==> src/rtl/yags_direction_cache_if.sv <==
// Fetch/EX-side bundle for one YAGS exception cache: lookup request/response,
// resolved-branch update, and flush control/status.
interface yags_direction_cache_if #(
  parameter int PC_size    = 10,
  parameter int GHR_size   = 10,
  parameter int Index_bits = 4,
  parameter int Ways       = 2
) ();
  localparam int WAY_W = (Ways > 1) ? $clog2(Ways) : 1;

  // No backpressure anywhere: a request is taken on any edge where its
  // valid is high, and resp_valid is a one-cycle strobe for the lookup
  // sampled on the previous edge.
  logic                  lookup_valid;
  logic [PC_size-1:0]    lookup_pc;
  logic [GHR_size-1:0]   lookup_ghr;
  logic                  resp_valid;
  logic                  resp_hit;
  logic                  resp_pred;
  logic [Index_bits-1:0] resp_index;
  logic [WAY_W-1:0]      resp_way;
  logic                  update_valid;
  logic [PC_size-1:0]    update_pc;
  logic [Index_bits-1:0] update_index;
  logic [WAY_W-1:0]      update_way;
  logic                  update_hit;
  logic                  update_pht_pred;
  logic                  update_taken;
  logic                  flush_req;
  logic                  flush_busy;
  logic                  flush_state_dbg;

  modport master (
    output lookup_valid, lookup_pc, lookup_ghr,
    input  resp_valid, resp_hit, resp_pred, resp_index, resp_way,
    output update_valid, update_pc, update_index, update_way, update_hit,
    output update_pht_pred, update_taken, flush_req,
    input  flush_busy, flush_state_dbg
  );

  modport slave (
    input  lookup_valid, lookup_pc, lookup_ghr,
    output resp_valid, resp_hit, resp_pred, resp_index, resp_way,
    input  update_valid, update_pc, update_index, update_way, update_hit,
    input  update_pht_pred, update_taken, flush_req,
    output flush_busy, flush_state_dbg
  );
endinterface

==> src/rtl/yags_direction_cache.sv <==
// YAGS exception cache: set-associative tagged counters with registered lookup,
// EX-driven update/allocate, round-robin victims and a set-by-set flush walker.
module yags_direction_cache #(
  parameter int PC_size    = 10,
  parameter int GHR_size   = 10,
  parameter int Index_bits = 4,
  parameter int Ways       = 2,
  parameter int Tag_size   = 8,
  parameter int Ctr_bits   = 2,
  parameter int MODE       = 0
) (
  input logic clk,
  input logic rst,
  yags_direction_cache_if.slave bus
);
  localparam int SETS  = 1 << Index_bits;
  localparam int WAY_W = (Ways > 1) ? $clog2(Ways) : 1;
  localparam logic [Ctr_bits-1:0] CTR_MAX     = '1;
  localparam logic [Ctr_bits-1:0] CTR_WEAK_T  = Ctr_bits'(1 << (Ctr_bits - 1));
  localparam logic [Ctr_bits-1:0] CTR_WEAK_NT = Ctr_bits'((1 << (Ctr_bits - 1)) - 1);

  typedef enum logic {IDLE = 1'b0, WALK = 1'b1} flush_state_t;

  flush_state_t          state_q, state_d;
  logic [Index_bits-1:0] walk_ptr_q, walk_ptr_d;

  logic                ent_valid [SETS][Ways];
  logic [Tag_size-1:0] ent_tag   [SETS][Ways];
  logic [Ctr_bits-1:0] ent_ctr   [SETS][Ways];
  logic [WAY_W-1:0]    rr_q      [SETS];

  logic                  resp_valid_q, resp_hit_q, resp_pred_q;
  logic [Index_bits-1:0] resp_index_q;
  logic [WAY_W-1:0]      resp_way_q;

  logic                  walking;
  logic [Index_bits-1:0] lk_set;
  logic [Tag_size-1:0]   lk_tag;
  logic                  lk_hit;
  logic [WAY_W-1:0]      lk_way;
  logic                  upd_en, upd_exception, victim_found;
  logic [WAY_W-1:0]      victim_way;
  logic [Ctr_bits-1:0]   upd_ctr_cur, upd_ctr_next;
  logic                  unused_bits;

  assign walking     = (state_q == WALK);
  assign lk_set      = bus.lookup_pc[Index_bits-1:0] ^ bus.lookup_ghr[Index_bits-1:0];
  assign lk_tag      = bus.lookup_pc[Tag_size-1:0];
  assign unused_bits = ^{bus.lookup_pc, bus.lookup_ghr, bus.update_pc};

  // Flush walker: rst forces a fresh walk from set 0; requests mid-walk are ignored.
  always_ff @(posedge clk) begin
    if (rst) begin
      state_q    <= WALK;
      walk_ptr_q <= '0;
    end else begin
      state_q    <= state_d;
      walk_ptr_q <= walk_ptr_d;
    end
  end

  always_comb begin
    state_d    = state_q;
    walk_ptr_d = walk_ptr_q;
    case (state_q)
      IDLE: begin
        if (bus.flush_req) begin
          state_d    = WALK;
          walk_ptr_d = '0;
        end
      end
      WALK: begin
        walk_ptr_d = walk_ptr_q + 1'b1;
        if (walk_ptr_q == Index_bits'(SETS - 1)) state_d = IDLE;
      end
      default: state_d = IDLE;
    endcase
  end

  // Descending scan so the lowest matching way wins.
  always_comb begin
    lk_hit = 1'b0;
    lk_way = '0;
    for (int w = Ways - 1; w >= 0; w--) begin
      if (ent_valid[lk_set][w] && ent_tag[lk_set][w] == lk_tag) begin
        lk_hit = 1'b1;
        lk_way = WAY_W'(w);
      end
    end
  end

  always_ff @(posedge clk) begin
    if (rst) begin
      resp_valid_q <= 1'b0;
      resp_hit_q   <= 1'b0;
      resp_pred_q  <= 1'b0;
      resp_index_q <= '0;
      resp_way_q   <= '0;
    end else begin
      resp_valid_q <= bus.lookup_valid;
      if (bus.lookup_valid) begin
        resp_index_q <= lk_set;
        resp_hit_q   <= lk_hit && !walking;
        resp_pred_q  <= lk_hit && !walking && ent_ctr[lk_set][lk_way][Ctr_bits-1];
        resp_way_q   <= (lk_hit && !walking) ? lk_way : '0;
      end else begin
        resp_hit_q  <= 1'b0;
        resp_pred_q <= 1'b0;
        resp_way_q  <= '0;
      end
    end
  end

  always_comb begin
    upd_en        = bus.update_valid && !rst && !walking;
    upd_exception = (MODE == 0) ? (bus.update_pht_pred && !bus.update_taken)
                                : (!bus.update_pht_pred && bus.update_taken);
    victim_found  = 1'b0;
    victim_way    = '0;
    for (int w = Ways - 1; w >= 0; w--) begin
      if (!ent_valid[bus.update_index][w]) begin
        victim_found = 1'b1;
        victim_way   = WAY_W'(w);
      end
    end
    if (!victim_found) victim_way = rr_q[bus.update_index];
    upd_ctr_cur  = ent_ctr[bus.update_index][bus.update_way];
    upd_ctr_next = upd_ctr_cur;
    if (bus.update_taken && upd_ctr_cur != CTR_MAX)   upd_ctr_next = upd_ctr_cur + 1'b1;
    if (!bus.update_taken && upd_ctr_cur != '0)       upd_ctr_next = upd_ctr_cur - 1'b1;
  end

  // Storage has no reset of its own; the post-reset walk clears every set.
  always_ff @(posedge clk) begin
    if (walking && !rst) begin
      for (int w = 0; w < Ways; w++) ent_valid[walk_ptr_q][w] <= 1'b0;
      rr_q[walk_ptr_q] <= '0;
    end else if (upd_en) begin
      if (bus.update_hit) begin
        ent_ctr[bus.update_index][bus.update_way] <= upd_ctr_next;
      end else if (upd_exception) begin
        ent_valid[bus.update_index][victim_way] <= 1'b1;
        ent_tag[bus.update_index][victim_way]   <= bus.update_pc[Tag_size-1:0];
        ent_ctr[bus.update_index][victim_way]   <= bus.update_taken ? CTR_WEAK_T : CTR_WEAK_NT;
        if (!victim_found)
          rr_q[bus.update_index] <= (rr_q[bus.update_index] == WAY_W'(Ways - 1)) ?
                                    '0 : rr_q[bus.update_index] + 1'b1;
      end
    end
  end

  assign bus.resp_valid      = resp_valid_q;
  assign bus.resp_hit        = resp_hit_q;
  assign bus.resp_pred       = resp_pred_q;
  assign bus.resp_index      = resp_index_q;
  assign bus.resp_way        = resp_way_q;
  assign bus.flush_busy      = walking;
  assign bus.flush_state_dbg = state_q;
endmodule

==> src/flat_wrapper.sv <==
// flat-port wrapper written by rule: the top's interface ports become plain ports
module yags_direction_cache_flat 
#(
  parameter int PC_size    = 10,
  parameter int GHR_size   = 10,
  parameter int Index_bits = 4,
  parameter int Ways       = 2,
  parameter int Tag_size   = 8,
  parameter int Ctr_bits   = 2,
  parameter int MODE       = 0
)
  (clk, rst, bus_lookup_valid, bus_lookup_pc, bus_lookup_ghr, bus_resp_valid, bus_resp_hit, bus_resp_pred, bus_resp_index, bus_resp_way, bus_update_valid, bus_update_pc, bus_update_index, bus_update_way, bus_update_hit, bus_update_pht_pred, bus_update_taken, bus_flush_req, bus_flush_busy, bus_flush_state_dbg);
  yags_direction_cache_if #(.PC_size(PC_size), .GHR_size(GHR_size), .Index_bits(Index_bits), .Ways(Ways)) bus_i ();
  input logic clk;
  input logic rst;
  input wire logic [$bits(bus_i.lookup_valid)-1:0] bus_lookup_valid;
  input wire logic [$bits(bus_i.lookup_pc)-1:0] bus_lookup_pc;
  input wire logic [$bits(bus_i.lookup_ghr)-1:0] bus_lookup_ghr;
  output wire logic [$bits(bus_i.resp_valid)-1:0] bus_resp_valid;
  output wire logic [$bits(bus_i.resp_hit)-1:0] bus_resp_hit;
  output wire logic [$bits(bus_i.resp_pred)-1:0] bus_resp_pred;
  output wire logic [$bits(bus_i.resp_index)-1:0] bus_resp_index;
  output wire logic [$bits(bus_i.resp_way)-1:0] bus_resp_way;
  input wire logic [$bits(bus_i.update_valid)-1:0] bus_update_valid;
  input wire logic [$bits(bus_i.update_pc)-1:0] bus_update_pc;
  input wire logic [$bits(bus_i.update_index)-1:0] bus_update_index;
  input wire logic [$bits(bus_i.update_way)-1:0] bus_update_way;
  input wire logic [$bits(bus_i.update_hit)-1:0] bus_update_hit;
  input wire logic [$bits(bus_i.update_pht_pred)-1:0] bus_update_pht_pred;
  input wire logic [$bits(bus_i.update_taken)-1:0] bus_update_taken;
  input wire logic [$bits(bus_i.flush_req)-1:0] bus_flush_req;
  output wire logic [$bits(bus_i.flush_busy)-1:0] bus_flush_busy;
  output wire logic [$bits(bus_i.flush_state_dbg)-1:0] bus_flush_state_dbg;
  assign bus_i.lookup_valid = bus_lookup_valid;
  assign bus_i.lookup_pc = bus_lookup_pc;
  assign bus_i.lookup_ghr = bus_lookup_ghr;
  assign bus_resp_valid = bus_i.resp_valid;
  assign bus_resp_hit = bus_i.resp_hit;
  assign bus_resp_pred = bus_i.resp_pred;
  assign bus_resp_index = bus_i.resp_index;
  assign bus_resp_way = bus_i.resp_way;
  assign bus_i.update_valid = bus_update_valid;
  assign bus_i.update_pc = bus_update_pc;
  assign bus_i.update_index = bus_update_index;
  assign bus_i.update_way = bus_update_way;
  assign bus_i.update_hit = bus_update_hit;
  assign bus_i.update_pht_pred = bus_update_pht_pred;
  assign bus_i.update_taken = bus_update_taken;
  assign bus_i.flush_req = bus_flush_req;
  assign bus_flush_busy = bus_i.flush_busy;
  assign bus_flush_state_dbg = bus_i.flush_state_dbg;
  yags_direction_cache #(.PC_size(PC_size), .GHR_size(GHR_size), .Index_bits(Index_bits), .Ways(Ways), .Tag_size(Tag_size), .Ctr_bits(Ctr_bits), .MODE(MODE)) u_core (.clk(clk), .rst(rst), .bus(bus_i));
endmodule
==> config.mk <==
export PLATFORM = sky130hd
export DESIGN_NAME = yags_direction_cache_flat
export DESIGN_NICKNAME = d
export VERILOG_FILES = /design/src/rtl/yags_direction_cache_if.sv /design/src/rtl/yags_direction_cache.sv /design/src/flat_wrapper.sv
export SDC_FILE = /design/constraint.sdc
export NUM_CORES = 1
export LEC_CHECK = 0
export ABC_AREA = 1
export CORE_UTILIZATION = 55
export CTS_CLUSTER_DIAMETER = 80
export DETAILED_ROUTE_END_ITERATION = 8
export PLACE_DENSITY = 0.85
export SKIP_CTS_REPAIR_TIMING = 1
export SYNTH_ARGS = -nofsm -noshare
export SYNTH_HDL_FRONTEND = slang
export SYNTH_SLANG_ARGS = --single-unit
==> constraint.sdc <==
create_clock -name clk -period 5.8 [get_ports clk]
set_clock_uncertainty 0.15 [all_clocks]
set_input_delay 1.16 -clock clk [delete_from_list [all_inputs] [get_ports clk]]
set_output_delay 1.16 -clock clk [all_outputs]
set_load 0.005 [all_outputs]
[Yosys cells after proc, flatten, opt, wreduce, memory -nomap -nowiden]
Memory sizes are Yosys's and may differ from the RTL's.
Cells that the tools add are included.
Word-level totals
  logic and storage cells: 115
  memories kept: 4
  RAM bits: 368
  bits in registers: 13
  input port bits: 43
  output and inout bits: 10
Cells by class
  add/subtract/negate cells: 4
  bitwise logic cells: 11
  magnitude comparators: 5
  reduce and logical (&&, ||, !) cells: 20
  muxes and demuxes: 59
  equal/unequal tests: 5
Memory list
  u_core.ent_tag: depth 16, bits a word 16, rd ports 1, clocked after memory_dff 0, wr ports 1, line yags_direction_cache.sv:28  | logic [Tag_size-1:0] ent_tag [SETS][Ways];
  u_core.ent_ctr: depth 16, bits a word 4, rd ports 2, clocked after memory_dff 0, wr ports 1, line yags_direction_cache.sv:29  | logic [Ctr_bits-1:0] ent_ctr [SETS][Ways];
  u_core.ent_valid: depth 16, bits a word 2, rd ports 2, clocked after memory_dff 0, wr ports 1, line yags_direction_cache.sv:27  | logic ent_valid [SETS][Ways];
  u_core.rr_q: depth 16, bits a word 1, rd ports 1, clocked after memory_dff 0, wr ports 1, line yags_direction_cache.sv:30  | logic [WAY_W-1:0] rr_q [SETS];
Operator list (number)
  two-way mux 1 bit: 32
  two-way mux 2 bit: 14
  two-way mux 4 bit: 5
  equality test 8 bit: 2
  two-way mux 16 bit: 1
  logical AND 1 bit: 12
  demux 8 bit (select 1 bit): 1
  two-way mux 8 bit: 1
  one-hot mux 4 bit (2 select lines): 1
  >= comparator 2 bit, second input constant: 3
  NOT 1 -> 2 bit: 3
  adder 4 x 1 -> 4 bit, second input constant: 1
  demux 2 bit (select 1 bit): 2
  equality test 4 bit, second input constant: 1
  less-than comparator 2 x 1 -> 1 bit, second input constant: 2
  != test 2 bit, second input constant: 2
  bitwise OR 1 bit: 4
  OR reduction 2 bit: 2
  bitwise XOR 4 bit: 1
  zero test 1 bit: 3
  NOT 1 bit: 3
  OR reduction 3 bit: 1
  adder 2 x 1 -> 2 bit, second input constant: 1
  one-hot mux 1 bit (2 select lines): 1
  other kinds (5): 5

[Longest topological paths before layout]
Gate-level depths: netlist of run 1.
An unclocked memory read counts as a cell.
  depth in word-level cells: 12
  gate-level depth with buffers: 19
  mapped depth without buffers: 17

[Worst setup path after synthesis of run 1]
OpenSTA, ideal clock, no wires.
  kind: input -> register
  start: input port rst
  end: memory u_core.ent_tag[12][10] in the netlist's numbering (enable)
  arrival: 3.970 ns
  library setup time: 0.370 ns
  stages on the path: 8
  data required time: 5.280 ns
  path buffers: 1
  setup slack: 1.310 ns
  path through: inv_2 -> nand3_1 -> nor4_2 -> inv_1 -> a21oi_4 -> clkinv_1 -> buf_2 -> nor2_1
On the way
  word-level cells in the longest chain between the ends: 6
  elaborated cells on any way between the ends: 7
  those cells by class: 3 x mux; 4 x reduce/logical
Ends and longest elaborated chain
  start: declaration: line flat_wrapper.sv:15  | input logic rst;
  zero test 1 bit *: line yags_direction_cache.sv:115, yags_direction_cache.sv:135
  logical AND 1 bit (2 in a row): line yags_direction_cache.sv:115  | upd_en = bus.update_valid && !rst && !walking;
  two-way mux 1 bit: line yags_direction_cache.sv:138  | end else if (upd_en) begin
  two-way mux 1 bit *: line yags_direction_cache.sv:135  | if (walking && !rst) begin
  two-way mux 16 bit (not written as such) *: line yags_direction_cache.sv:143  | ent_tag[bus.update_index][victim_way] <= bus.update_pc[Tag_size-1:0];
  end: declaration: line yags_direction_cache.sv:28
Mark *: on every way between the ends. The rest lies on a longest branch, timed or not.

[Final worst setup path of run 1]
  start: input port bus_update_index[1]
  end: memory u_core.ent_ctr[4][2] in the netlist's numbering, data pin
On the way
  word-level cells in the longest chain between the ends: 11
  elaborated cells on any way between the ends: 26
  those cells by class: 2 x add/sub; 2 x order compare; 1 x eq/ne; 13 x mux; 1 x bitwise; 4 x reduce/logical; 3 x memory
Ends and longest elaborated chain
  start: declaration: line flat_wrapper.sv:26  | input wire logic [$bits(bus_i.update_index)-1:0] bus_update_index;
  memory read (16 x 2 bit)
  two-way mux 1 bit (2 in a row): line yags_direction_cache.sv:121  | if (!ent_valid[bus.update_index][w]) begin
  two-way mux 1 bit: line yags_direction_cache.sv:126  | if (!victim_found) victim_way = rr_q[bus.update_index];
  NOT 1 -> 2 bit: line yags_direction_cache.sv:144  | ent_ctr[bus.update_index][victim_way] <= bus.update_taken ? CTR_WEAK_T : CTR_WEAK_NT;
  >= comparator 2 bit (not written as such) or less-than comparator 2 x 1 -> 1 bit (tied branches): line yags_direction_cache.sv:144
  logical AND 1 bit (not written as such): line yags_direction_cache.sv:144
  two-way mux 2 bit: line yags_direction_cache.sv:144
  demux 2 bit (select 1 bit): line yags_direction_cache.sv:144
  two-way mux 4 bit: line yags_direction_cache.sv:144
  two-way mux 1 bit (no source line) *
  end: declaration: line yags_direction_cache.sv:29
Mark *: on every way between the ends. The rest lies on a longest branch, timed or not. The select of a mux whose other input is x is not followed.

==> results of run 1 <==
[state kept, by name, indices dropped and copies added (netlist names)]
signal and flops:
u_core.bus.resp_hit 1, u_core.walk_ptr_q 4, u_core.bus.resp_valid 1, u_core.bus.flush_busy 1, u_core.ent_valid 32, u_core.bus.resp_way 1
u_core.ent_tag 256, u_core.rr_q 16, u_core.bus.resp_pred 1, u_core.bus.resp_index 4, u_core.ent_ctr 64
[cells in the final DEF (no fill, tap or decap), types with 3 or more instances in the layout]
cell             Yosys  routed
clkinv_1             1       9
nor2_2               5       5
dfxtp_1             13      13
nand3_1            319     319
inv_1               57      56
inv_2                6       6
nor2_1             139     139
buf_4                6      37
a22oi_1             41      41
o21ai_0             15      15
nand2_1            440     439
edfxtp_1           368     368
clkinv_2             0       9
nand2_2              5       4
o2111ai_1            3       3
clkbuf_16            0      39
ha_1                 3       3
nor3_1               9       9
or2_2                3       3
o21ai_1              3       3
clkdlybuf4s50_1      0      42
a21oi_1              8       8
bufinv_16            0       4
clkbuf_1            36       7
o31ai_1              3       3
buf_12               0       4
a221oi_1             4       4
o22ai_1              4       4
o211ai_1            13      13
[worst register-to-register path, cell delays in order, from the launching register on]
cell and delay (ns):
dfxtp_1 0.36, inv_1 0.17, nand3_1 0.19, nor4_4 0.42, inv_1 0.29, a21oi_4 0.32
clkinv_1 0.57, nand2_1 0.68
[layout make-up]
type | count | area (um2) | area share
well taps | 390 | 488 | 0.0258
clock inverters | 22 | 224 | 0.0118
flip-flops and latches | 381 | 11300 | 0.598
clock buffers | 47 | 1020 | 0.0537
repair buffers | 83 | 778 | 0.0412
inverters | 64 | 240 | 0.0127
multi-input cells | 1040 | 4850 | 0.257
[power by group through the flow]
stage	registers, W	logic (W)	clock network, W
after floorplan	0.00311	0.000384	0
after global placement	0.00311	0.000590	0
after detailed placement	0.00311	0.000613	0
after CTS	0.00305	0.000621	0.00244
after global routing	0.00305	0.000688	0.00255
final	0.00305	0.000638	0.00245
[logic make-up (layout without fill, tap and decap cells)]
group	count (synthesis)	in the layout	share of synthesized area
AO/OA/AOI/OAI	104	104	0.0447
AND/OR/NAND/NOR	927	927	0.236
buffers and inverters	149	216	0.0380
flip-flops	381	381	0.675
XOR/XNOR	6	6	0.00359
adder cells (fa/ha/maj)	3	3	0.00224
[metrics by stage]
step	setup WS [ns]	std cells
global route	0.606	2027
CTS	0.989	2027
global placement	0.580	1958
finish	0.839	2027
detailed placement	0.502	1958
floorplan	1.31	1570
[routing by layer]
layer  vias up  wire length [um]  share of wire
met5         -                13        0.00030
met4         2              1760          0.041
met3       174              5740           0.13
met2       991             20500           0.47
met1      5938             15300           0.35
li1       5597                 -              -
[worst max-delay path by stage]
stage / startpoint / cells past startpoint / slack [ns] / endpoint
after detailed placement: bus_update_index[1] / 13 / 0.50 / u_core.ent_ctr[0][2]
after CTS: bus_update_index[1] / 13 / 0.99 / u_core.ent_ctr[4][2]
after floorplan: rst / 8 / 1.31 / u_core.ent_tag[12][10]
after global routing: bus_update_index[1] / 13 / 0.61 / u_core.ent_ctr[5][2]
after global placement: bus_update_index[1] / 13 / 0.58 / u_core.ent_ctr[0][0]
final: bus_update_index[1] / 11 / 0.84 / u_core.ent_ctr[4][2]
==> results by group, run 1 <==
Run status
  • Outcome: finished, final reports clean

CTS
  • Clock Tree Buf Depth: 3
  • Clock sink total: 381
  • Clock-pin slew on the worst setup and hold paths: 0.06 ns
  • Clk_lat worst skew: approximately 0.55 ns
  • H-Tree Level Count: 2
  • TritonCTS buffer count: 38
  • TritonCTS clock tree: built
  • Root Buffer: clkbuf_16

Synth
  • Ys async rst share: 0
  • Mean post-synth cell area: between 10 and 15 um2
  • Post-Syn Area: ~17,000 um2
  • Post-synth EDFFs: 368
  • Synth top area cells: edfxtp_1 66%, nand2_1 9.9%, nand3_1 9.5%, nor2_1 3.1%, a22oi_1 1.8%
  • Post-synth top area share: 0.660
  • Syn Inst Count: between 1,500 and 2,000
  • Area leader, netlist: edfxtp_1
  • Synth Register Bits: between 300 and 400
  • Synth top cells by count: 440 x nand2_1, 368 x edfxtp_1, 319 x nand3_1
  • Synth unique cells: 45
  • Count leader, synth: nand2_1
  • Seq/Total Area, Yosys: 0.675
  • Synth Flop Type: edfxtp_1
  • Synthesized net count: about 1,600
  • Ys Warns: 0

GRT
  • Most Crowded Layer GR: met2
  • GR Util met3: 0.0657
  • Largest net degree at the start of global routing: between 100 and 150
  • First-pass GRT wire length: roughly 66,000 um
  • M2 GR Usage: 0.452
  • Total GRT Usage: 0.280
  • Initial antenna violation count: 1
  • Total gr overflow: 0
  • GRT met1 Usage: 0.365
  • Vias in the first global route: about 12,000

Timing
  • Relative slew margins: 0.0718
  • WHS: 0.343 ns
  • Max-slew violation count: 0
  • Period utilization: 0.855
  • RSZ-0062 raised after global routing: false
  • Worst Tran Pin Value: ~1.4 ns
  • Min Tclk post-route: about 5.0 ns
  • Total negative setup slack: 0 ns
  • Highest clock rate: around 0.2 GHz
  • Setup violators final: 0
  • Final hold violation count: 0

Floorplanning
  • Initial Utilization: 0.562
  • Core Footprint: a little under 30,000 um2
  • Core Rows: 63
  • Die X-Extent: around 180 um
  • Die area: 31,200 um2
  • Die Height: about 180 um
  • Top Ports: 53

Pwr
  • PwrDens: ~320 nW/um2
  • Leak: 6.86 nW
  • Total power: just over 0.006 W
  • Internal cell power: 0.00466 W
  • Clock power share: 0.399
  • Flop pwr share: 0.497
  • NetSw: 0.00148 W
  • Sw frac: 0.241
  • Logic pwr share: 0.104
  • VDD IR max: 0.000259 V

Worst setup path
  • R2R setup slack: 2.33 ns
  • Slowest CP cell: clkdlybuf4s50_1
  • CP peak stage delay: between 0.8 and 0.9 ns
  • Reg-to-reg startpoint: u_core.bus.flush_busy
  • Critical Path RT: about 6 ns
  • Worst path most repeated cell: nand2_1
  • Reg2reg path depth: 7
  • CP arrival: just over 5 ns
  • Critical Path Fanout Max: 26
  • Crit start category: primary input
  • Crit Path Class: in -> reg
  • Crit path cell chain: clkdlybuf4s50_1, nand2_1, inv_2, a22oi_1, nand2_1, nand2_1, nand4_1, nand2_1, a21oi_4, clkinv_1, nand2_1
  • Sum of buffers and inverters on the critical path: 3
  • Reg-to-Reg End: u_core.ent_ctr[4][2]
  • Setup crit end kind: flip-flop
  • Delay-heaviest family, CP: buffers and inverters

Placement
  • Post-detail-place hpwl: approximately 25,000 um
  • GP Congestion: just over 0.9
  • PortBufs: between 40 and 50
  • DP Area: between 15,000 and 20,000 um2

Hold path
  • Worst Hold Class: reg -> reg
  • Worst Hold Launch: u_core.bus.resp_index[0]
  • Worst Hold Depth: 2
  • Hold Path End: u_core.bus.resp_index[0]

Routing
  • Vias: 12,702
  • DRT Pass-1 Iters: 6
  • Drt via density: between 6 and 7
  • Average wire per standard cell: between 20 and 25 um
  • Final ANT Viol Nets: 0
  • WL final: ~43,000 um
  • DRC viols: 0
  • DRT iter0 DRCs: between 2,000 and 2,500

Cells and area
  • Cell area after layout: around 19,000 um2
  • ANT cells: 0
  • Layout cells sized above 1: 0.0764
  • # nets final: 1,654
  • P&R area growth vs syn: 12.9%
  • Final Util: 0.635
  • Fill cells: 2,132

Flow run
  • Max Cap Violations: 0
Note: power is estimated with default switching activity, not from simulation.
==> inputs of run 2 (changes only) <==
--- a/config.mk
+++ b/config.mk
@@ -7,10 +7,13 @@
 export LEC_CHECK = 0
 export ABC_AREA = 1
 export CORE_UTILIZATION = 55
+export CTS_BUF_LIST = sky130_fd_sc_hd__clkbuf_4
 export CTS_CLUSTER_DIAMETER = 80
 export DETAILED_ROUTE_END_ITERATION = 8
 export PLACE_DENSITY = 0.85
+export SETUP_SLACK_MARGIN = 0.05
 export SKIP_CTS_REPAIR_TIMING = 1
+export SKIP_LAST_GASP = 1
 export SYNTH_ARGS = -nofsm -noshare
 export SYNTH_HDL_FRONTEND = slang
 export SYNTH_SLANG_ARGS = --single-unit
==> run 2 against run 1 <==
Against the previous run: worst hold slack gained 0.0014 ns; wire length is 1.3% higher; register-to-register slack hardly changed; final area decreased by 0.73%; largest power group unchanged; via count grew 3.2%; sequential power about the same.
==> results by group, run 2 (synthesized netlist as in run 1, its figures left out) <==
Cells and area
  • # nets final: 1,706
  • Most flop-heavy register: u_core.ent_tag
  • Fill cells: roughly 2,200
  • Most frequent cells in the layout: 439 x nand2_1, 368 x edfxtp_1, 319 x nand3_1
  • Max reg flops: between 200 and 300
  • P&R area growth vs syn: 12.1%
  • Most common cell after layout, fill and taps aside: nand2_1
  • Final Non-Filler Cells: between 2,000 and 2,500
  • Biggest regs: u_core.ent_tag (256), u_core.ent_ctr (64), u_core.ent_valid (32)
  • Layout cells sized above 1: 0.119

GRT
  • Largest net degree at the start of global routing: ~130
  • Vias in the first global route: roughly 13,000
  • First-pass GRT wire length: 67,300 um
  • Total GRT Usage: 0.285
  • Total gr overflow: 0
  • Initial antenna violation count: 2

Floorplanning
  • Core Footprint: between 20,000 and 30,000 um2
  • Core Rows: 63
  • Die X-Extent: between 150 and 200 um
  • Initial Utilization: 0.562
  • Die Height: between 150 and 200 um
  • Top Ports: between 50 and 60
  • Die area: just over 30,000 um2

Pwr
  • Sw frac: 0.259
  • Clock power share: 0.364
  • Leak: about 6.9 nW
  • Flop pwr share: 0.526
  • PwrDens: 309 nW/um2
  • VDD IR max: about 0.00021 V
  • NetSw: about 0.0015 W
  • Logic pwr share: 0.110
  • Internal cell power: 0.00430 W
  • Total power: 0.00581 W

Placement
  • Post-detail-place hpwl: between 20,000 and 30,000 um
  • GP Congestion: 0.917
  • PortBufs: 42
  • Inst Count DP: 1,958

Timing
  • Total negative setup slack: 0 ns
  • Setup violators final: 0
  • WHS: 0.344 ns
  • Highest clock rate: 0.208 GHz
  • Max-slew violation count: 0
  • Worst Tran Pin Value: 1.38 ns
  • Min Tclk post-route: between 4 and 5 ns
  • Period utilization: 0.829
  • Relative slew margins: 0.0797
  • Final hold violation count: 0
  • RSZ-0062 raised after global routing: false

CTS
  • Clock-pin slew on the worst setup and hold paths: about 0.07 ns
  • TritonCTS buffer count: 90
  • Root Buffer: clkbuf_4
  • Clock sink total: approximately 380
  • TritonCTS clock tree: built
  • Clock Tree Buf Depth: 3
  • H-Tree Level Count: 3
  • Clk_lat worst skew: roughly 0.74 ns

Worst setup path
  • Reg2reg path depth: 7
  • Crit Path Class: in -> reg
  • Critical Path Fanout Max: 26
  • Crit start category: primary input
  • Critical Path RT: around 6.0 ns
  • CP arrival: roughly 5.0 ns
  • Setup crit end kind: flip-flop

Hold path
  • Worst Hold Class: reg -> reg
  • Worst Hold Depth: 2

Routing
  • DRT iter0 DRCs: 2,159
  • Vias: ~13,000
  • WL final: roughly 44,000 um
  • Average wire per standard cell: between 20 and 25 um
  • Final ANT Viol Nets: 0
  • M1 wire length: approximately 16,000 um
  • DR WL met3: about 5600 um
  • DRT Pass-1 Iters: 6
  • Met2 wire length: 20,600 um
  • DR top layer: met5
  • DRC viols: 0
  • Drt via density: roughly 6.2

Run status
  • Outcome: finished, final reports clean

Flow run
  • Max Cap Violations: 0
run 2: changes by cell type in the layout (fill, tap and decap cells not counted), sizes merged:
cell      delta
bufinv       -2
diode        +1
inv          +1
clkinvlp     +1
clkbuf      +76
clkinv       +3
run 2: metal layers:
metal	track usage	up-vias
li1	-	5751
met4	0.150	2
met1	0.362	6128
met5	0	-
met3	0.0668	206
met2	0.456	1026
run 2: cell type report:
type                    instances  area (um2)  area share
diodes                          1        2.50    0.000133
multi-input cells            1040        4850       0.258
inverters                      64         240      0.0128
clock inverters                25         175     0.00933
well taps                     390         488      0.0260
repair buffers                 83         778      0.0415
flip-flops and latches        381       11300       0.603
clock buffers                 123         923      0.0492
run 2: through the flow:
stage                      util  setup slack [ns]  cell area, um2
final                     0.630             0.990           18800
after global routing      0.630             0.805           18800
after CTS                 0.630              1.16           18800
after detailed placement  0.593             0.502           17700
after global placement    0.593             0.580           17700
after floorplan               -              1.31           16700
run 2: path summary, 6_finish.rpt:
check	slack, ns	end	start
hold / removal	0.34	u_core.bus.resp_index[0]	u_core.bus.resp_index[0]
hold reg to reg	0.34	u_core.bus.resp_index[0]	u_core.bus.resp_index[0]
setup / recovery	0.99	u_core.ent_ctr[6][2]	bus_update_index[1]
setup reg to reg	2.34	u_core.ent_ctr[6][2]	u_core.bus.flush_busy
run 2: power groups by stage:
stage | logic [W] | registers, W | clock network [W]
finish | 0.000638 | 0.00305 | 0.00212
global route | 0.000687 | 0.00305 | 0.00225
CTS | 0.000620 | 0.00305 | 0.00212
detailed placement | 0.000613 | 0.00311 | 0
global placement | 0.000590 | 0.00311 | 0
floorplan | 0.000384 | 0.00311 | 0
run 2: worst max-delay path, stage by stage:
cell and delay (ns):
clkdlybuf4s50_1 0.81, nand2_1 0.34, inv_2 0.47, nand2_1 0.16, a31oi_1 0.25, a221oi_1 0.09
nand2_1 0.14, nand2_1 0.12, ha_1 0.20, or2_2 0.29, o21ai_0 0.14, xor2_1 0.33
nand2_1 0.43
==> inputs of run 3 (changes only) <==
--- a/config.mk
+++ b/config.mk
@@ -10,7 +10,7 @@
 export CTS_BUF_LIST = sky130_fd_sc_hd__clkbuf_4
 export CTS_CLUSTER_DIAMETER = 80
 export DETAILED_ROUTE_END_ITERATION = 8
-export PLACE_DENSITY = 0.85
+export PLACE_DENSITY = 0.87
 export SETUP_SLACK_MARGIN = 0.05
 export SKIP_CTS_REPAIR_TIMING = 1
 export SKIP_LAST_GASP = 1
==> constraint.sdc (replaced) <==
create_clock -name clk -period 3.94 [get_ports clk]
set_clock_uncertainty 0.15 [all_clocks]
set_input_delay 0.788 -clock clk [delete_from_list [all_inputs] [get_ports clk]]
set_output_delay 0.788 -clock clk [all_outputs]
set_load 0.005 [all_outputs]
==> run 3 against run 2 <==
Against the previous run: first-iteration DRC count fell by 3.1%; global-route usage fell by 0.25 points; wire length rose by 0.44%; via count rose by 1.4%; largest cell class unchanged; highest routed layer is now met4; utilization rose by 1.8 points.
==> results by group, run 3 (synthesized netlist as in run 1, its figures left out) <==
Cells and area
  • Biggest regs: u_core.ent_tag (256), u_core.ent_ctr (64), u_core.ent_valid (32)
  • Final Non-Filler Cells: 2,166
  • Sequential cell area: roughly 11,000 um2
  • Most flop-heavy register: u_core.ent_tag
  • Multi-input logic area: about 4800 um2
  • P&R area growth vs syn: 15.2%
  • Most frequent cells in the layout: 439 x nand2_1, 368 x edfxtp_1, 319 x nand3_1
  • Final Util: 0.648
  • Layout cells sized above 1: 0.143
  • Fill cells: 2,102
  • Most common cell after layout, fill and taps aside: nand2_1
  • # nets final: 1,749
  • Max reg flops: around 260

CTS
  • Root Buffer: clkbuf_4
  • TritonCTS clock tree: built
  • Clock sink total: between 300 and 400
  • H-Tree Level Count: 3
  • TritonCTS buffer count: 92
  • Clk_lat worst skew: 0.77 ns
  • Clock Tree Buf Depth: 3
  • Clock-pin slew on the worst setup and hold paths: 0.06 ns

Pwr
  • PwrDens: roughly 450 nW/um2
  • Sw frac: 0.262
  • Clock power share: 0.369
  • NetSw: ~0.0023 W
  • Leak: ~7.2 nW
  • Internal cell power: approximately 0.0064 W
  • Flop pwr share: 0.516
  • Logic pwr share: 0.115
  • VDD IR max: roughly 0.00029 V

Routing
  • DRC viols: 0
  • Average wire per standard cell: between 20 and 25 um
  • Drt via density: roughly 6.1
  • WL final: about 44,000 um
  • Final ANT Viol Nets: 0
  • DRT iter0 DRCs: ~2,100
  • DRT Pass-1 Iters: 6
  • Vias: 13,292

Floorplanning
  • Core Rows: 63
  • Die X-Extent: 177 um
  • Initial Utilization: 0.562
  • Die area: ~31,000 um2
  • Core Footprint: about 30,000 um2
  • Top Ports: 53
  • Die Height: approximately 180 um

Timing
  • RSZ-0062 raised after global routing: false
  • Highest clock rate: just under 0.3 GHz
  • Period utilization: 0.871
  • Relative slew margins: 0.204
  • Final hold violation count: 0
  • Worst Tran Pin Value: between 1 and 1.5 ns
  • Setup violators final: 0
  • Min Tclk post-route: roughly 3.4 ns
  • Max-slew violation count: 0

GRT
  • First-pass GRT wire length: ~67,000 um
  • Largest net degree at the start of global routing: 50
  • Initial antenna violation count: 1
  • Total GRT Usage: 0.283
  • Total gr overflow: 0
  • Vias in the first global route: 12,874

Placement
  • Inst Count DP: about 2,000
  • GP Congestion: just over 0.9
  • Post-detail-place hpwl: 27,300 um
  • PortBufs: 42

Worst setup path
  • Critical Path RT: roughly 4.4 ns
  • Critical Path Fanout Max: 22
  • CP arrival: 3.85 ns
  • Crit Path Class: in -> reg
  • Crit start category: primary input
  • Setup crit end kind: flip-flop

Hold path
  • Worst Hold Class: reg -> reg

Flow run
  • Max Cap Violations: 0

Run status
  • Outcome: finished, final reports clean
## run 3: changes by cell type in the layout (fill, tap and decap cells not counted), sizes merged
| cell | change |
|---|---|
| buf | +41 |
| bufinv | -1 |
| clkbuf | +8 |
| clkinv | +8 |
| inv | +3 |
## run 3: final timing paths
| check | from | to | slack, ns | depth (start not counted) |
|---|---|---|---|---|
| worst max-delay path | bus_update_index[0] | u_core.ent_ctr[2][3] | 0.51 | 17 |
| worst min-delay path | u_core.bus.resp_index[2] | u_core.bus.resp_index[2] | 0.34 | 2 |
| worst max register to register | u_core.bus.flush_busy | u_core.ent_tag[4][3] | 1.09 | 7 |
| worst min register to register | u_core.bus.resp_index[2] | u_core.bus.resp_index[2] | 0.34 | 2 |
## run 3: critical path, stage by stage
cell	delay (ns)
clkdlybuf4s50_1	0.60
inv_2	0.09
nand2_2	0.08
inv_2	0.20
a22oi_1	0.22
nand2_1	0.09
a221oi_1	0.35
nand2_1	0.12
nand2_1	0.16
inv_1	0.06
ha_1	0.19
o21ai_0	0.27
nand2_1	0.08
o21ai_0	0.07
o21ai_0	0.13
nor2_1	0.12
buf_4	0.21
## run 3: final cells by class
cell class | count | area share
Timing Repair Buffer | 124 | 0.0640
Inverter | 64 | 0.0124
Multi-Input combinational cell | 1040 | 0.251
Sequential cell | 381 | 0.586
Tap cell | 390 | 0.0253
Clock inverter | 35 | 0.00992
Clock buffer | 131 | 0.0509
Antenna cell | 1 | 0.000130
## run 3: power groups by stage
| stage | sequential, W | clock (W) | combinational, W |
|---|---|---|---|
| 6_report | 0.00449 | 0.00322 | 0.000998 |
| 5_1_grt | 0.00449 | 0.00343 | 0.00107 |
| 4_1_cts | 0.00449 | 0.00323 | 0.000972 |
| 3_5_place_dp | 0.00458 | 0 | 0.000964 |
| 3_3_place_gp | 0.00458 | 0 | 0.000926 |
| 2_1_floorplan | 0.00458 | 0 | 0.000565 |
## run 3: routing by layer
| metal | global-route usage | part of all wire | vias to the layer above |
|---|---|---|---|
| met3 | 0.0762 | 0.13 | 184 |
| met5 | 0 | 0 | - |
| met2 | 0.467 | 0.48 | 1092 |
| met4 | 0.139 | 0.041 | 0 |
| li1 | - | - | 5855 |
| met1 | 0.343 | 0.34 | 6161 |
## run 3: per-stage QoR
stage | setup TNS [ns] | cell area, um2 | hold slack, ns | worst slack (ns) | power (W)
5_1_grt | 0 | 19300 | 0.375 | 0.311 | 0.00899
6_report | 0 | 19300 | 0.343 | 0.508 | 0.00871
2_1_floorplan | 0 | 16800 | 0.304 | 0.318 | 0.00514
3_3_place_gp | 0 | 18100 | 0.316 | 0.00287 | 0.00551
4_1_cts | 0 | 19300 | 0.347 | 0.554 | 0.00869
3_5_place_dp | -13.54 | 18100 | 0.326 | -0.154 | 0.00554
==> RTL edit: new RTL, config.mk and constraints of run 1 <==
`MODE` is set to 0 in 2 places; all go to 1.
--- a/src/rtl/yags_direction_cache.sv
+++ b/src/rtl/yags_direction_cache.sv
@@ -8,5 +8,5 @@
   parameter int Tag_size   = 8,
   parameter int Ctr_bits   = 2,
-  parameter int MODE       = 0
+  parameter int MODE       = 1
 ) (
   input logic clk,
--- a/src/flat_wrapper.sv
+++ b/src/flat_wrapper.sv
@@ -8,5 +8,5 @@
   parameter int Tag_size   = 8,
   parameter int Ctr_bits   = 2,
-  parameter int MODE       = 0
+  parameter int MODE       = 1
 )
   (clk, rst, bus_lookup_valid, bus_lookup_pc, bus_lookup_ghr, bus_resp_valid, bus_resp_hit, bus_resp_pred, bus_resp_index, bus_resp_way, bus_update_valid, bus_update_pc, bus_update_index, bus_update_way, bus_update_hit, bus_update_pht_pred, bus_update_taken, bus_flush_req, bus_flush_busy, bus_flush_state_dbg);
Formal check against the unedited RTL: no difference found for any inputs over 4 cycles, from zero or initial values and one cycle with rst high; that may be too few to reach the edited logic, so the function may still have changed.
==> RTL edit against run 1 <==
  * Power shrank 2.4%
  * Register-to-register slack gained 0.24 ns
  * Synthesized cell count grew 0.96%
  * Combinational power shrank 4.2%
  * Fmax grew 10%
  * Sequential cell count is the same
  * Sequential power is essentially flat
  * Worst setup slack gained 0.45 ns
  * Area after synthesis grew 1.3%
  * First-iteration DRC count shrank 20%
  * Cell area is essentially flat
  * Wire length is essentially flat
  * Critical endpoint is now u_core.ent_tag[14][7]
  * Highest routed layer is now met4
==> RTL edit: results (changes against run 1) <==
Status
  • Status: finished clean

Detailed routing
  • Routed WL: 43200 um (about the same)
  • Post-DR vias/cell: 6.18 (-1.3%)
  • WL met2: 20800 um (+1.4%)
  • Top Metal Used: met4
  • M1 WL: 15100 um (-1.0%)
  • DR WL met3: 5020 um (-13%)
  • Initial DRC Count: 1755 (-20%)
  • TritonRoute pass-1 iters: 5 (-1)
  • Vias: 12.6k (-1.0%)

Logic synthesis
  • Number of synthesized flops with an enable pin: 368 (unchanged)
  • Synth top cells by count: nand2_1 (439), edfxtp_1 (368), nand3_1 (324)
  • Sequential area share after synthesis: 0.667 (-0.00881)
  • Synth warn: 0 (unchanged)
  • Distinct cells, synth: 45 (unchanged)
  • Synth area leaders: edfxtp_1 (65%), nand2_1 (9.7%), nand3_1 (9.6%), nor2_1 (3.2%), a22oi_1 (1.6%)
  • Post-synth net total: 1631 (+0.93%)
  • Mean Syn Cell Area: 10.7 um2 (+0.36%)

Power
  • LEAKAGE: 6.85 nW (-0.20%)
  • Switching Share: 0.243 (+0.00142)
  • Max power group: sequential cells
  • Comb power frac: 0.102 (-0.002)
  • VDD IR-drop max: 0.000245 V (-5.2%)
  • Clock power frac: 0.389 (-0.010)

GRT
  • Met1 Use GR: 0.348 (-0.0171)
  • Vias in the first global route: 12.4k (+2.4%)
  • Met3 track demand over resource: 0.0512 (-0.0145)
  • Largest net degree at the start of global routing: 123 (-1.6%)
  • Initial antenna violation count: 0 (-1)
  • First-pass GRT wire length: 66200 um (-0.21%)
  • GRT Total Usage: 0.278 (-0.00197)
  • Met2 usage: 0.459 (+0.00637)

Final layout
  • Nets: 1665 (+0.67%)
  • Largest regs: u_core.ent_tag (256), u_core.ent_ctr (64), u_core.ent_valid (32)
  • Layout cell share with drive strength beyond 1: 0.0748 (-0.00154)

Place
  • HPWL after detailed placement: 25900 um (+2.1%)
  • Pre-CTS setup slack: 0.810 ns (+0.309 ns)
  • Placer Congestion: 0.863 (-5.8%)
  • Placed insts: 1969 (+0.56%)

Worst setup path
  • CP arrival: 4.51 ns (-0.54 ns)
  • CP Max Fanout: 25 (-3.8%)

STA
  • Worst-margin pin slew: 1.42 ns (+0.0275 ns)
[RTL edit: cell types whose count changed in the layout (fill, tap and decap cells not counted), sizes merged, moves of 4 or more]
| cell | before | now |
|---|---|---|
| nand3 | 319 | 325 |
| nor2 | 144 | 150 |
| clkinv | 20 | 15 |
| o21ai | 18 | 13 |
| a21oi | 9 | 13 |
| a22oi | 41 | 37 |
| inv | 62 | 66 |
| nand2 | 445 | 449 |
[RTL edit: logic make-up (layout without fill, tap and decap cells)]
logic type	after synthesis	after routing	synth area share
AO/OA/AOI/OAI	102	102	0.0442
XOR/XNOR	4	4	0.00206
adder cells (fa/ha/maj)	3	3	0.00221
buffers and inverters	154	213	0.0460
flip-flops	381	381	0.667
AND/OR/NAND/NOR	941	941	0.239
[RTL edit: through the flow]
| stage | instance area [um2] | hold WS (ns) | power [mW] | utilization |
|---|---|---|---|---|
| 6_report | 18900 | 0.336 | 5.99 | 0.629 |
| 4_1_cts | 18900 | 0.342 | 5.98 | 0.629 |
| 2_1_floorplan | 17000 | 0.304 | 3.49 | - |
| 3_3_place_gp | 17700 | 0.327 | 3.68 | 0.590 |
| 5_1_grt | 18900 | 0.376 | 6.14 | 0.629 |
| 3_5_place_dp | 17700 | 0.323 | 3.70 | 0.590 |
[RTL edit: final cells by class]
type	count	area [um2]
clock buffers	49	1000
clock inverters	16	169
fillers	2148	11100
inverters	67	254
multi-input cells	1050	4900
flip-flops and latches	381	11300
well taps	390	488
repair buffers	81	763
[RTL edit: final timing paths]
check	start	end	cells after the start	slack, ns
max	bus_update_index[0]	u_core.ent_tag[14][7]	12	1.29
min	u_core.bus.resp_index[0]	u_core.bus.resp_index[0]	2	0.34
max reg2reg	u_core.bus.flush_busy	u_core.ent_tag[14][7]	9	2.57
min reg2reg	u_core.bus.resp_index[0]	u_core.bus.resp_index[0]	2	0.34
